$ cat src/rtl/dw_reg_array.sv
`default_nettype none
// ============================================================================
// Module   : dw_reg_array
// Purpose  : Per-row pixel register array between the input-buffer interface
//            controller and the depthwise PE array. Each row executes a 2-bit
//            command every cycle:
//              00 IB - load from input buffer
//              01 SF - shift down from row above
//              10 IF - load from the reuse FIFO head
//              11 NE - hold
//            POY-1 reuse FIFO lanes capture overlapping rows on buffer loads.
//            Those rows are replayed on later window transitions so they do
//            not have to be re-read from the input buffer.
// Ports    : clk, rst        - clock, asynchronous active-high reset
//            cmd             - row i command in [2i+1:2i]
//            buf_vld/buf_pix - input-buffer read data (already aligned)
//            fifo_read       - pop pulse for all reuse lanes
//            dwpe_ena        - compute enable from the controller
//            pix_out         - row registers, row i at [DW*i+DW-1:DW*i]
//            pix_vld         - registered "rows updated while enabled"
//            fifo_empty/full - lane 0 status (all lanes move in lockstep)
//            fifo_ovf/unf    - sticky push-while-full / pop-while-empty
// Options  : define DW_REG_ARRAY_ERR_EN to build the sticky error flags;
//            otherwise fifo_ovf and fifo_unf are tied to 0.
// Revision : 1.0 - initial release
// ============================================================================
module dw_reg_array #(
    parameter int POY        = 3,
    parameter int DW         = 8,
    parameter int FIFO_DEPTH = 16
) (
    input  logic                clk,
    input  logic                rst,
    input  logic [2*POY-1:0]    cmd,
    input  logic                buf_vld,
    input  logic [DW*POY-1:0]   buf_pix,
    input  logic                fifo_read,
    input  logic                dwpe_ena,
    output logic [DW*POY-1:0]   pix_out,
    output logic                pix_vld,
    output logic                fifo_empty,
    output logic                fifo_full,
    output logic                fifo_ovf,
    output logic                fifo_unf
);

    localparam logic [1:0] c_CMD_IB = 2'b00;
    localparam logic [1:0] c_CMD_SF = 2'b01;
    localparam logic [1:0] c_CMD_IF = 2'b10;
    localparam logic [1:0] c_CMD_NE = 2'b11;

    localparam int c_AW    = $clog2(FIFO_DEPTH);
    localparam int c_CW    = c_AW + 1;
    localparam int c_LANES = POY - 1;
    localparam logic [c_CW-1:0] c_FULL_CNT = c_CW'(FIFO_DEPTH);

    logic [1:0]      w_cmd     [POY];
    logic [DW-1:0]   w_buf     [POY];
    logic [DW-1:0]   w_row_nxt [POY];
    logic [DW-1:0]   r_row     [POY];
    logic [DW-1:0]   r_fifo_q  [c_LANES];
    logic [DW-1:0]   r_mem     [c_LANES][FIFO_DEPTH];
    logic [c_AW-1:0] r_wr_ptr;
    logic [c_AW-1:0] r_rd_ptr;
    logic [c_CW-1:0] r_count;
    logic            r_pix_vld;
    logic            w_push_req;
    logic            w_push;
    logic            w_pop;
    logic            w_any_cmd;

    // ------------------------------------------------------------------
    // Per-row command decode and next-value selection
    // ------------------------------------------------------------------
    for (genvar i = 0; i < POY; i++) begin : g_row
        assign w_cmd[i]              = cmd[2*i +: 2];
        assign w_buf[i]              = buf_pix[DW*i +: DW];
        assign pix_out[DW*i +: DW]   = r_row[i];

        if (i < POY-1) begin : g_lower
            assign w_row_nxt[i] = (w_cmd[i] == c_CMD_SF)             ? r_row[i+1]  :
                                  (w_cmd[i] == c_CMD_IF)             ? r_fifo_q[i] :
                                  (w_cmd[i] == c_CMD_IB && buf_vld)  ? w_buf[i]    :
                                                                       r_row[i];
        end else begin : g_top
            // The top row has nothing above it to shift from and no reuse
            // lane of its own, so SF holds and IF behaves like IB.
            assign w_row_nxt[i] = ((w_cmd[i] == c_CMD_IB || w_cmd[i] == c_CMD_IF) && buf_vld)
                                  ? w_buf[i] : r_row[i];
        end
    end

    // All rows at NE means every command bit is set.
    assign w_any_cmd = ~(&cmd);

    always_ff @(posedge clk or posedge rst) begin
        if (rst) begin
            for (int i = 0; i < POY; i++) begin
                r_row[i] <= '0;
            end
            r_pix_vld <= 1'b0;
        end else begin
            for (int i = 0; i < POY; i++) begin
                r_row[i] <= w_row_nxt[i];
            end
            r_pix_vld <= dwpe_ena & w_any_cmd;
        end
    end

    assign pix_vld = r_pix_vld;

    // ------------------------------------------------------------------
    // Reuse FIFO lanes. The lanes share one set of pointers and one count
    // so they can never drift apart; the push decision is taken from
    // lane 0 (row 1 loading from the buffer) and applied to every lane.
    // A pop frees its slot in the same cycle, so a push into a full FIFO
    // is accepted when it coincides with a pop. When full and popping,
    // write and read pointers are equal; the read still returns the old
    // entry because both accesses are registered.
    // ------------------------------------------------------------------
    assign w_push_req = buf_vld && (w_cmd[1] == c_CMD_IB);
    assign w_pop      = fifo_read && (r_count != '0);
    assign w_push     = w_push_req && ((r_count != c_FULL_CNT) || w_pop);

    always_ff @(posedge clk or posedge rst) begin
        if (rst) begin
            r_wr_ptr <= '0;
            r_rd_ptr <= '0;
            r_count  <= '0;
            for (int l = 0; l < c_LANES; l++) begin
                r_fifo_q[l] <= '0;
                for (int d = 0; d < FIFO_DEPTH; d++) begin
                    r_mem[l][d] <= '0;
                end
            end
        end else begin
            if (w_push) begin
                for (int l = 0; l < c_LANES; l++) begin
                    r_mem[l][r_wr_ptr] <= w_buf[l+1];
                end
                r_wr_ptr <= r_wr_ptr + c_AW'(1);
            end
            if (w_pop) begin
                for (int l = 0; l < c_LANES; l++) begin
                    r_fifo_q[l] <= r_mem[l][r_rd_ptr];
                end
                r_rd_ptr <= r_rd_ptr + c_AW'(1);
            end
            if (w_push && !w_pop) begin
                r_count <= r_count + c_CW'(1);
            end else if (w_pop && !w_push) begin
                r_count <= r_count - c_CW'(1);
            end
        end
    end

    assign fifo_empty = (r_count == '0);
    assign fifo_full  = (r_count == c_FULL_CNT);

`ifdef DW_REG_ARRAY_ERR_EN
    logic r_ovf;
    logic r_unf;

    always_ff @(posedge clk or posedge rst) begin
        if (rst) begin
            r_ovf <= 1'b0;
            r_unf <= 1'b0;
        end else begin
            if (w_push_req && !w_push) begin
                r_ovf <= 1'b1;
            end
            if (fifo_read && !w_pop) begin
                r_unf <= 1'b1;
            end
        end
    end

    assign fifo_ovf = r_ovf;
    assign fifo_unf = r_unf;
`else
    assign fifo_ovf = 1'b0;
    assign fifo_unf = 1'b0;
`endif

endmodule
`default_nettype wire
$ cat config.mk
export PLATFORM = sky130hd
export DESIGN_NAME = dw_reg_array
export DESIGN_NICKNAME = d
export VERILOG_FILES = /design/src/rtl/dw_reg_array.sv
export SDC_FILE = /design/constraint.sdc
export NUM_CORES = 1
export LEC_CHECK = 0
export ABC_AREA = 1
export CAP_MARGIN = 10
export CORE_AREA = 2 2 180 182
export DETAILED_ROUTE_END_ITERATION = 10
export DIE_AREA = 0 0 182 184
export PLACE_DENSITY = 0.67
export SLEW_MARGIN = 20
export SYNTH_ARGS = -nofsm -noshare
export SYNTH_HDL_FRONTEND = slang
export SYNTH_SLANG_ARGS = --single-unit
$ cat constraint.sdc
create_clock -name clk -period 23.5 [get_ports clk]
set_input_delay 7.05 -clock clk [delete_from_list [all_inputs] [get_ports clk]]
set_output_delay 7.05 -clock clk [all_outputs]
set_load 0.01 [all_outputs]
# ---- After elaboration in Yosys (flattened, before gate mapping)
# Index checks and enable logic that the tools add are counted.
dict set report totals {
  latchBits 0
  wordCells 98
  in_bits 35
  output_inout_bits 29
  regBits 310
  mem_bits_ro 0
  ram_bits 0
  memories 0
}
dict set report classes {
  n_shift 0
  n_bitwise 4
  div_mod_pow 0
  muxes 18
  multipliers 0
  magnitude_cmp 3
  n_eq_ne 7
  n_addsub 4
  n_reduce_logical 21
}
# operator n
set ops {}
lappend ops {{bitwise mux 128 bit} 2}
lappend ops {{two-way mux 8 bit} 11}
lappend ops {{binary-select mux 8 bit (select 4 bit)} 2}
lappend ops {{demux 8 bit (select 4 bit)} 1}
lappend ops {{>= comparator 5 bit (second input constant)} 2}
lappend ops {{two-way mux 5 bit} 2}
lappend ops {{inverter 4 -> 5 bit} 2}
lappend ops {{adder 4 x 1 -> 4 bit (second input constant)} 2}
lappend ops {{logical AND 1 bit} 8}
lappend ops {{equality test 2 bit (second input constant)} 3}
lappend ops {{logical NOT 2 bit} 3}
lappend ops {{AND reduction 6 bit} 1}
lappend ops {{nonzero test 3 bit} 2}
lappend ops {{adder 5 x 1 -> 5 bit (second input constant)} 1}
lappend ops {{equality test 5 bit (second input constant)} 1}
lappend ops {{logical NOT 5 bit} 1}
lappend ops {{< comparator 5 x 1 -> 1 bit (second input constant)} 1}
lappend ops {{!= test 5 bit (second input constant)} 1}
lappend ops {{nonzero test 5 bit} 1}
lappend ops {{subtractor 5 x 1 -> 5 bit (second input constant)} 1}
lappend ops {{equality test 2 x 1 -> 1 bit (second input constant)} 2}
lappend ops {{logical NOT 1 bit} 2}
lappend ops {{logical OR 1 bit} 2}
lappend ops {{nonzero test 2 bit} 1}
lappend ops {{2 further kinds} 2}

# ---- Logic depth before layout (Yosys ltp)
# Gate-level depths: netlist (run 1).
dict set report depth {
  ltp_word 8
  ltp_mapped 16
  depth_no_buf 14
}

# ---- Worst setup path after synthesis (run 1)
# Ideal clock, no wire load.
dict set report synth_path {
  kind {input -> register}
  start {input cmd[2]}
  end {register r_count[4]}
  path_stages 14
  setup_time_ns 0.083
  t_required_ns 23.417
  setup_slack_ns 14.599
  t_arrival_ns 8.818
  path_buffers 1
  path_cell_list {inv_2 > nand2_1 > nor2_1 > a21boi_4 > buf_6 > ha_1 > inv_1 > fa_1 > nand2_1 > nand2_1 > a21oi_1 > xor2_1 > nand2_1 > o21ai_0}
}
dict set report synth_between {
  elab_chain_cells 6
  word_cells_on_any_way 8
  cone_classes {1 x mux; 7 x reduce/logical}
}
# item line
set synth_lines {}
lappend synth_lines {{from (decl)} 34} ;# input logic [2*POY-1:0] cmd,
lappend synth_lines {{logical NOT 2 bit *} 121} ;# assign w_push_req = buf_vld && (w_cmd[1] == c_CMD_IB);
lappend synth_lines {{logical AND 1 bit *} 121}
lappend synth_lines {{logical AND 1 bit *} 123} ;# assign w_push = w_push_req && ((r_count != c_FULL_CNT) || w_pop);
lappend synth_lines {{via w_push} 68} ;# logic w_push;
lappend synth_lines {{logical NOT 1 bit} 151} ;# end else if (w_pop && !w_push) begin
lappend synth_lines {{logical AND 1 bit} 151}
lappend synth_lines {{nonzero test 2 bit (no line)} n/a}
lappend synth_lines {{to (signal assigned)} 150} ;# r_count <= r_count + c_CW'(1);
lappend synth_lines {{to (signal assigned)} 152} ;# r_count <= r_count - c_CW'(1);
lappend synth_lines {{to (decl)} 65} ;# logic [c_CW-1:0] r_count;
# Mark *: on every way through the listed nets, which the timed path passes. The rest lies on a longest branch.
# A chain may end at the register's enable or synchronous reset.

# ---- Final worst setup path (run 1)
dict set report layout_path {
  start {input cmd[2]}
  end {register r_count[4]}
}
dict set report layout_between {
  elab_chain_cells 6
  word_cells_on_any_way 8
  cone_classes {1 x mux; 7 x reduce/logical}
}
# item line
set layout_lines {}
lappend layout_lines {{logical NOT 2 bit *} 121}
lappend layout_lines {{logical AND 1 bit *} 121}
lappend layout_lines {{logical AND 1 bit *} 123}
lappend layout_lines {{logical NOT 1 bit} 151}
lappend layout_lines {{logical AND 1 bit} 151}
lappend layout_lines {{nonzero test 2 bit (no line)} n/a}
# Every way passes the cells marked *; elsewhere a longest branch is shown, timed or not.

==> results of run 1 <==
[area by class of cell]
cell class / count / area, sq um / share of cell area (%)
clock inverters: 6 / 37.5 / 0.219
multi-input cells: 1301 / 6050 / 35.3
clock buffers: 60 / 1160 / 6.80
repair buffers: 70 / 691 / 4.03
well taps: 402 / 503 / 2.93
inverters: 246 / 933 / 5.45
flip-flops and latches: 310 / 7760 / 45.3
[worst min path at each step]
stage | endpoint | slack [ps] | depth (start not counted)
finish | r_mem[199] | 480 | 2
global route | r_mem[19] | 490 | 2
CTS | r_mem[199] | 480 | 2
detailed placement | r_fifo_q[2] | 470 | 2
global placement | r_mem[88] | 460 | 2
floorplan | r_fifo_q[14] | 450 | 2
[sequential cells by signal, summed over array words and instances, names as in the netlist]
register	cells
pix_out	24
r_count	5
pix_vld	1
r_fifo_q	16
r_mem	256
r_wr_ptr	4
r_rd_ptr	4
[power groups by stage]
stage	clock network, W	registers, W	logic [W]
floorplan	0	0.000825	0.000615
global placement	0	0.000860	0.000780
detailed placement	0	0.000866	0.000797
CTS	0.000568	0.000859	0.000803
global route	0.000593	0.000886	0.000918
finish	0.000558	0.000861	0.000803
[worst max-delay path, stage by stage]
cell and delay, ps:
clkdlybuf4s50_1 470, inv_2 90, nand2_1 70, nor2_1 320
a21boi_4 240, buf_4 420, ha_1 260, inv_1 100
fa_1 400, nand2_1 100, nand2_1 50, a21oi_1 150
xor2_1 160, nand2_1 50, o21ai_0 60
[routing by layer]
metal	vias to the layer above	global-route usage, %	wire length, um
met1	6042	34.9	18300
met5	-	0	0
li1	6168	-	-
met3	90	4.20	2590
met2	382	39.3	18300
met4	0	9.65	1480
[stage by stage]
step / cells / worst slack [ps] / hold slack [ps] / total power [W] / util, %
3_3_place_gp: 2329 / 13480 / 464 / 0.00164 / 50.8
2_1_floorplan: 1986 / 7880 / 449 / 0.00144 / -
6_report: 2395 / 13920 / 478 / 0.00222 / 54.6
5_1_grt: 2395 / 13730 / 493 / 0.00240 / 54.6
3_5_place_dp: 2329 / 13460 / 468 / 0.00166 / 50.8
4_1_cts: 2395 / 13960 / 482 / 0.00223 / 54.6
[cell usage in the layout (no fill, tap or decap), drive strengths merged]
cell type / n
fa: 1
dfrtp: 310
ha: 13
conb: 2
nand4: 1
a21oi: 10
inv: 246
clkinv: 6
a21boi: 1
nor2: 34
o22ai: 8
a21o: 1
nand2: 739
nand3: 204
buf: 9
clkdlybuf4s50: 61
xor2: 7
o21a: 1
clkbuf: 60
xnor2: 1
o21ai: 269
o22a: 9
[synthesized netlist by cell type, types with 4 or more instances]
library cell and count:
nand3_1 203, nand2_4 14, clkbuf_1 34, buf_2 35, a21oi_1 10, nand2_1 725, o21ai_0 45, o21ai_2 49
ha_1 13, o22ai_1 8, buf_1 12, o22a_1 9, dfrtp_1 310, inv_1 244, nor2_1 31, o21ai_1 175
buf_6 41, xor2_1 7, buf_4 4
[logic make-up (layout without fill, tap and decap cells)]
kind of cell	after synthesis	after routing	share of synthesized area, %
flops	310	310	49.7
buf+inv	375	382	11.6
compound gates	299	299	11.2
xor+xnor	8	8	0.449
other cells	1	2	0.0240
fa+ha+maj	14	14	1.17
simple gates	978	978	25.9
==> reports/qor.txt, run 1 <==
Routed Antenna Nets - 0
DRT iter0 DRCs - 1266
Setup TNS - 0 ps
Synth cell types - 32
Largest net degree at the start of global routing - 181
Clock-pin slew on the worst setup and hold paths - 50 ps
Nets - 2015
Die extent in y - 184 um
Initial core utilization - 49.7%
HP Start - r_mem[199]
Top_reg_cell synth - dfrtp_1
Max-cap violations - 0
Synth top area share - 49.7%
H-Tree Depth - 2
Crit Path Max Fanout - 22
Post-Synthesis Cell Area - 15600 sq um
Vias in the first global route - 12000
R2R cell count - 9
Die extent in x - 182 um
CP Data Required Time - 23930 ps
Post-DP HPWL - 23000 um
Setup crit end - r_count[4]
Crit path kind - in2reg
PD cells - 130 nW/um^2
Worst-Margin Slew - 1060 ps
RSZ-0062 raised after global routing - false
Net Sw Power - 0.000868 W
Leak Pwr - 8.59 nW
Number of synthesized flops with an enable pin - 0
FILL cells - 2941
First-pass GRT wire length - 65700 um
Internal power - 0.00135 W
Root Buffer - clkbuf_16
Post-Synthesis Cells - 1985
Drt drc - 0
Hold Path Class - reg2reg
Diodes inserted - 0
I/O pins - 64
Synthesized area per cell - 7.87 sq um
Yosys reg bits - 310
WL/cell - 17.0 um
Post-DR vias/cell - 5.30
Initial antenna violation count - 0
Seq/Total Area, Yosys - 49.7%
Fin. Hold Viols - 0
Gpl congestion - 0.820
CTS Hold Bufs - 0
# resized after CTS - 0
Fin crit share - 40.7%
Crit path launch type - primary input
Clock share of power - 25.1%
# rows - 65
Maximum vdd drop - 53.8 uV
Worst reg2reg setup slack - 20320 ps
Setup bufs post-CTS - 0
Clock skew - 13.5 ps
Final Setup Violations - 0
Final wirelength - 40700 um
Largest area contributor in the synthesized netlist - dfrtp_1
Sequential power share - 38.8%
Clk sinks - 310
Main area contributors after synthesis - dfrtp_1 (50%), nand2_1 (17%), nand3_1 (6.5%)
CP startpoint - cmd[2]
Grt total ovfl - 0
Syn-to-layout area delta - 9.78%
Via count - 12700
Share of post-route cells with drive strength above 1 - 7.02%
Status - complete, no violations
Slew Viols, Final - 0
Peak Freq - 0.104 GHz
Post-synth ARST share - 100%
CTS buffer count - 37
# port buffers - 61
CTS tree - done
Synth warn - 0
TritonRoute pass-1 iters - 6
Die area - 33500 sq um
Tmin final - 9580 ps
Worst flop-to-flop path startpoint - r_rd_ptr[0]
Switch share - 39.1%
Post-route cell area - 17100 sq um
Core area - 31400 sq um
Skew-Pair Late Insertion Delay - 520 ps
Placement Cell Area - 15900 sq um
CP endpoint kind - flip-flop
Crit path DAT - 10010 ps
Slew margin rel. - 29.0%
Gr usage total - 25.0%
Combinational power share - 36.1%
CTS max path bufs - 3
RR Endpoint - r_fifo_q[1]
Power figures use the tool's default switching activity.
==> run 2: changes to the inputs <==
==> constraint.sdc (replaced) <==
create_clock -name clk -period 9.4 [get_ports clk]
set_input_delay 2.82 -clock clk [delete_from_list [all_inputs] [get_ports clk]]
set_output_delay 2.82 -clock clk [all_outputs]
set_load 0.01 [all_outputs]
==> reports/qor.txt, run 2 (synthesized netlist as in run 1, its figures left out) <==
Status - complete, no violations (unchanged)
Grt total ovfl - 0 (unchanged)
RSZ-0062 raised after global routing - false (unchanged)
Fin crit share - 57.4%
WL/cell - 17.2 um (was 17.0 um)
Final Setup Violations - 0 (unchanged)
CP bufs+invs - 3 (was 4)
# port buffers - 61 (unchanged)
CP Depth - 14 (was 15)
Leak Pwr - 8.57 nW (was 8.59 nW)
FF/Latch Area - 7760 sq um (unchanged)
DRT iter0 DRCs - 1088 (was 1266)
CTS buffer count - 36 (was 37)
Clock-pin slew on the worst setup and hold paths - 60 ps (was 50 ps)
CP startpoint - cmd[2] (unchanged)
Placement Cell Area - 15900 sq um (about the same)
FILL cells - 2983 (was 2941)
CP top delay family - compound AO/OA/AOI/OAI gates (was buffers and inverters)
TritonRoute pass-1 iters - 5 (was 6)
Most common cell after layout, fill and taps aside - nand2_1 (unchanged)
Clock skew - 15.7 ps (was 13.5 ps)
Tmin final - 5390 ps
Hold Path Class - reg2reg (unchanged)
Crit path launch type - primary input (unchanged)
Setup bufs post-CTS - 0 (unchanged)
Final wirelength - 41200 um (was 40700 um)
Crit Path Max Fanout - 13 (was 22)
Post-DR vias/cell - 5.28 (was 5.30)
# rows - 65 (unchanged)
Vias in the first global route - 12000 (about the same)
Worst flop-to-flop path startpoint - r_rd_ptr[0] (unchanged)
First-pass GRT wire length - 66500 um (was 65700 um)
Routed Antenna Nets - 0 (unchanged)
Slowest-stage cell, CP - a21boi_4 (was clkdlybuf4s50_1)
PD cells - 323 nW/um^2 (was 130 nW/um^2)
Crit-path cells - clkdlybuf4s50_1 > inv_2 > nand2_1 > nor2_1 > a21boi_4 > ha_1 > inv_1 > fa_1 > nand2_1 > nand2_1 > a21oi_1 > xor2_1 > nand2_1 > o21ai_0 (was clkdlybuf4s50_1 > inv_2 > nand2_1 > nor2_1 > a21boi_4 > buf_4 > ha_1 > inv_1 > fa_1 > nand2_1 > nand2_1 > a21oi_1 > xor2_1 > nand2_1 > o21ai_0)
CTS tree - done (unchanged)
H-Tree Depth - 2 (unchanged)
CP endpoint kind - flip-flop (unchanged)
Diodes inserted - 0 (unchanged)
Largest Register - r_mem (unchanged)
CP peak stage delay - 690 ps (was 470 ps)
# resized after CTS - 0 (unchanged)
CTS Hold Bufs - 0 (unchanged)
Peak Freq - 0.185 GHz
Share of post-route cells with drive strength above 1 - 6.97% (was 7.02%)
RR Endpoint - r_fifo_q[3] (was r_fifo_q[1])
Crit path DAT - 5830 ps (was 10010 ps)
Largest net degree at the start of global routing - 182 (was 181)
Gpl congestion - 0.785 (was 0.820)
CP Data Required Time - 9840 ps (was 23930 ps)
Multi-input gate area - 6050 sq um (unchanged)
R2R cell count - 10 (was 9)
Drt drc - 0 (unchanged)
CTS max path bufs - 3 (unchanged)
Skew-Pair Late Insertion Delay - 530 ps (was 520 ps)
Maximum vdd drop - 172 uV (was 53.8 uV)
Fin. Hold Viols - 0 (unchanged)
Core area - 31400 sq um (unchanged)
Commonest cells after routing, fill and taps aside - nand2_1 (725), dfrtp_1 (308), inv_1 (240), nand3_1 (203), o21ai_1 (175) (unchanged)
I/O pins - 64 (unchanged)
Crit path kind - in2reg (unchanged)
Slew margin rel. - 33.6% (was 29.0%)
Syn-to-layout area delta - 9.68% (was 9.78%)
Via count - 12600 (was 12700)
Initial core utilization - 49.7% (unchanged)
Setup crit end - r_count[4] (unchanged)
Slew Viols, Final - 0 (unchanged)
Die extent in x - 182 um (unchanged)
Initial antenna violation count - 0 (unchanged)
Die extent in y - 184 um (unchanged)
Clk sinks - 310 (unchanged)
Root Buffer - clkbuf_16 (unchanged)
Nets - 2016 (was 2015)
Max-cap violations - 0 (unchanged)
Crit path top cell by count - nand2_1 (unchanged)
Worst-Margin Slew - 996 ps (was 1060 ps)
Worst reg2reg setup slack - 6200 ps (was 20320 ps)
Post-route cell area - 17100 sq um (about the same)
Setup TNS - 0 ps (unchanged)
Largest register FFs - 256 (unchanged)
Post-DP HPWL - 23400 um (was 23000 um)
Gr usage total - 25.3% (was 25.0%)
Die area - 33500 sq um (unchanged)
-- run 2: changes by cell type in the layout (fill, tap and decap cells not counted), sizes merged --
cell	delta
clkbuf	-3
buf	+2
bufinv	+1
clkinvlp	+1
-- run 2: metal layers --
layer,GRT usage [%],routed length [um],vias to the layer above
met5,0,0,-
met2,41.2,19100,335
met4,7.90,1010,0
met1,34.9,18300,6086
met3,4.30,2670,60
li1,-,-,6168
-- run 2: report_power, final --
group	total, W	internal [W]	switching, W
combinational	0.00199	0.000711	0.00128
sequential	0.00216	0.00183	0.000328
clock	0.00138	0.000826	0.000554
-- run 2: worst register-to-register path, stage by stage, from the launching register on --
cell     delay (ps)
dfrtp_4         770
inv_4           640
buf_4           840
nand2_1         140
nand2_1         100
nand2_1          50
nand3_1          90
nand3_1         110
nand2_1         240
nand2_1          90
nand2_1          70
-- run 2: cell type report --
| cell class | count | area share [%] |
|---|---|---|
| sequential | 310 | 45.3 |
| multi-input combinational | 1301 | 35.3 |
| clock buffer | 57 | 6.37 |
| inverter | 246 | 5.43 |
| timing repair buffer | 72 | 4.16 |
| tap | 402 | 2.94 |
| clock inverter | 8 | 0.446 |
-- run 2: how the worst min path moves through the flow --
stage,slack [ps],from,cells past startpoint,end
finish,480,r_mem[19],2,r_mem[19]
global route,490,r_mem[19],2,r_mem[19]
CTS,480,r_mem[121],2,r_mem[121]
detailed placement,470,r_mem[64],2,r_mem[64]
global placement,460,r_mem[94],2,r_mem[94]
floorplan,450,r_fifo_q[14],2,r_fifo_q[14]
-- run 2: per-stage QoR --
| stage | setup WS [ps] | power (W) | instances | utilization (%) | hold slack [ps] |
|---|---|---|---|---|---|
| floorplan | 2450 | 0.00360 | 1986 | - | 449 |
| global placement | 3240 | 0.00409 | 2330 | 50.8 | 464 |
| detailed placement | 3150 | 0.00415 | 2330 | 50.8 | 467 |
| CTS | 3680 | 0.00556 | 2395 | 54.5 | 482 |
| global route | 3800 | 0.00597 | 2396 | 54.6 | 494 |
| finish | 4010 | 0.00553 | 2396 | 54.6 | 478 |
==> run 3: changes to the inputs <==
--- a/config.mk
+++ b/config.mk
@@ -10,7 +10,7 @@
 export CORE_AREA = 2 2 180 182
 export DETAILED_ROUTE_END_ITERATION = 10
 export DIE_AREA = 0 0 182 184
-export PLACE_DENSITY = 0.67
+export PLACE_DENSITY = 0.7
 export SLEW_MARGIN = 20
 export SYNTH_ARGS = -nofsm -noshare
 export SYNTH_HDL_FRONTEND = slang
==> constraint.sdc (replaced) <==
create_clock -name clk -period 4.8 [get_ports clk]
set_input_delay 1.44 -clock clk [delete_from_list [all_inputs] [get_ports clk]]
set_output_delay 1.44 -clock clk [all_outputs]
set_load 0.01 [all_outputs]
==> reports/qor.txt, run 3 (synthesized netlist as in run 1, its figures left out) <==
FILL cells - 2933 (was 2983)
Fin. Hold Viols - 0 (unchanged)
CTS max path bufs - 3 (unchanged)
DRT iter0 DRCs - 1368 (was 1088)
Commonest cells after routing, fill and taps aside - nand2_1 (725), dfrtp_1 (308), inv_1 (240), nand3_1 (203), o21ai_1 (175) (unchanged)
Drt drc - 0 (unchanged)
Peak Freq - 0.299 GHz
Root Buffer - clkbuf_16 (unchanged)
Nets - 2018 (was 2016)
CTS Hold Bufs - 0 (unchanged)
Diodes inserted - 0 (unchanged)
Die extent in x - 182 um (unchanged)
Clock-pin slew on the worst setup and hold paths - 60 ps (about the same)
PD cells - 624 nW/um^2 (was 323 nW/um^2)
Grt total ovfl - 0 (unchanged)
Initial core utilization - 49.7% (unchanged)
Post-DR vias/cell - 5.31 (was 5.28)
Crit path kind - reg2out (was in2reg)
Gr usage total - 25.0% (was 25.3%)
Max-cap violations - 0 (unchanged)
TritonRoute pass-1 iters - 5 (unchanged)
# rows - 65 (unchanged)
Die area - 33500 sq um (unchanged)
Skew-Pair Late Insertion Delay - 520 ps (was 530 ps)
Routed Antenna Nets - 0 (unchanged)
Crit path DAT - 1910 ps (was 5830 ps)
CTS buffer count - 34 (was 36)
Largest register FFs - 256 (unchanged)
Slew Viols, Final - 0 (unchanged)
Clk sinks - 310 (unchanged)
Crit-path cells - nor2_1 > nand2_1 > nor2_2 > clkdlybuf4s50_1 (was clkdlybuf4s50_1 > inv_2 > nand2_1 > nor2_1 > a21boi_4 > ha_1 > inv_1 > fa_1 > nand2_1 > nand2_1 > a21oi_1 > xor2_1 > nand2_1 > o21ai_0)
Setup ws final - 1450 ps (was 4010 ps)
I/O pins - 64 (unchanged)
H-Tree Depth - 2 (unchanged)
Largest Register - r_mem (unchanged)
CP peak stage delay - 580 ps (was 690 ps)
Hold Path Class - reg2reg (unchanged)
Non-Filler Instances - 2392 (was 2396)
Via count - 12700 (was 12600)
Final wirelength - 40500 um (was 41200 um)
Vias in the first global route - 12000 (about the same)
Setup bufs post-CTS - 0 (unchanged)
Leak Pwr - 8.54 nW (was 8.57 nW)
Initial antenna violation count - 0 (unchanged)
Die extent in y - 184 um (unchanged)
WL/cell - 16.9 um (was 17.2 um)
Worst-Margin Slew - 986 ps (was 996 ps)
Fin crit share - 69.7%
Crit path launch type - flip-flop (was primary input)
Gpl congestion - 0.814 (was 0.785)
CP endpoint kind - output pin (was flip-flop)
# resized after CTS - 0 (unchanged)
Slowest-stage cell, CP - clkdlybuf4s50_1 (was a21boi_4)
Largest net degree at the start of global routing - 125 (was 182)
Share of post-route cells with drive strength above 1 - 6.78% (was 6.97%)
Clock skew - 12.4 ps (was 15.7 ps)
# port buffers - 61 (unchanged)
First-pass GRT wire length - 65100 um (was 66500 um)
Most common cell after layout, fill and taps aside - nand2_1 (unchanged)
Syn-to-layout area delta - 9.18% (was 9.68%)
Post-DP HPWL - 22900 um (was 23400 um)
Slew margin rel. - 34.2% (was 33.6%)
Status - complete, no violations (unchanged)
Crit Path Max Fanout - 4 (was 13)
CTS tree - done (unchanged)
Final Setup Violations - 0 (unchanged)
RSZ-0062 raised after global routing - false (unchanged)
CP Data Required Time - 3360 ps (was 9840 ps)
Placed cells - 2335 (was 2330)
Post-place setup slack - 1010 ps (was 3150 ps)
Maximum vdd drop - 392 uV (was 172 uV)
Tmin final - 3350 ps
Core area - 31400 sq um (unchanged)
[run 3: changes by cell type in the layout (fill, tap and decap cells not counted), sizes merged]
cell and delta:
buf +4, clkbuf -3, clkinv -2, inv -2, bufinv -1
[run 3: report_power, final]
| group | internal, W | leakage [nW] | total, W | switching, W |
|---|---|---|---|---|
| Clock | 0.00148 | 0.518 | 0.00251 | 0.00103 |
| Combinational | 0.00139 | 3.93 | 0.00390 | 0.00251 |
| Sequential | 0.00358 | 4.09 | 0.00422 | 0.000636 |
[run 3: final cells by class]
cell class	count	area [sq um]	share of cell area, %
clock buffer	54	1040	6.10
clock inverter	3	15.0	0.0881
inverter	246	930	5.45
multi-input combinational	1301	6050	35.5
sequential	310	7760	45.5
tap	402	503	2.95
timing repair buffer	76	748	4.39
[run 3: final timing paths]
kind / cells after the start / endpoint / startpoint / slack (ps)
max in group asynchronous: 3 / r_mem[213] / rst / 2490
worst min register to register: 2 / r_fifo_q[9] / r_fifo_q[9] / 480
worst min-delay path: 2 / r_fifo_q[9] / r_fifo_q[9] / 480
worst max-delay path: 4 / fifo_full / r_count[0] / 1450
worst max register to register: 10 / r_fifo_q[1] / r_rd_ptr[0] / 1920
min in group asynchronous: 2 / r_mem[211] / rst / 1260
[run 3: stage by stage]
step | total power, W | hold WS, ps | setup TNS, ps | area (sq um) | utilization (%)
6_report | 0.0106 | 478 | 0 | 17000 | 54.3
5_1_grt | 0.0115 | 499 | 0 | 17000 | 54.3
4_1_cts | 0.0106 | 482 | 0 | 17000 | 54.3
3_5_place_dp | 0.00811 | 467 | 0 | 16000 | 50.9
3_3_place_gp | 0.00798 | 463 | 0 | 16000 | 50.9
2_1_floorplan | 0.00705 | 449 | -237750 | 15600 | -
[run 3: per-layer routing]
metal  vias to the layer above  GRT usage, %  share of wire (%)
li1                       6158             -                  -
met5                         -             0                  0
met3                        76          3.55                6.3
met2                       397          41.5                 47
met1                      6069          34.2                 44
met4                         0          7.35                2.4
[run 3: critical path: cells and delay by family, from the launching register on]
kind                   cells  cell delay, ps
buffers and inverters      1             580
DFF                        1             440
and+or+nand+nor            3             380
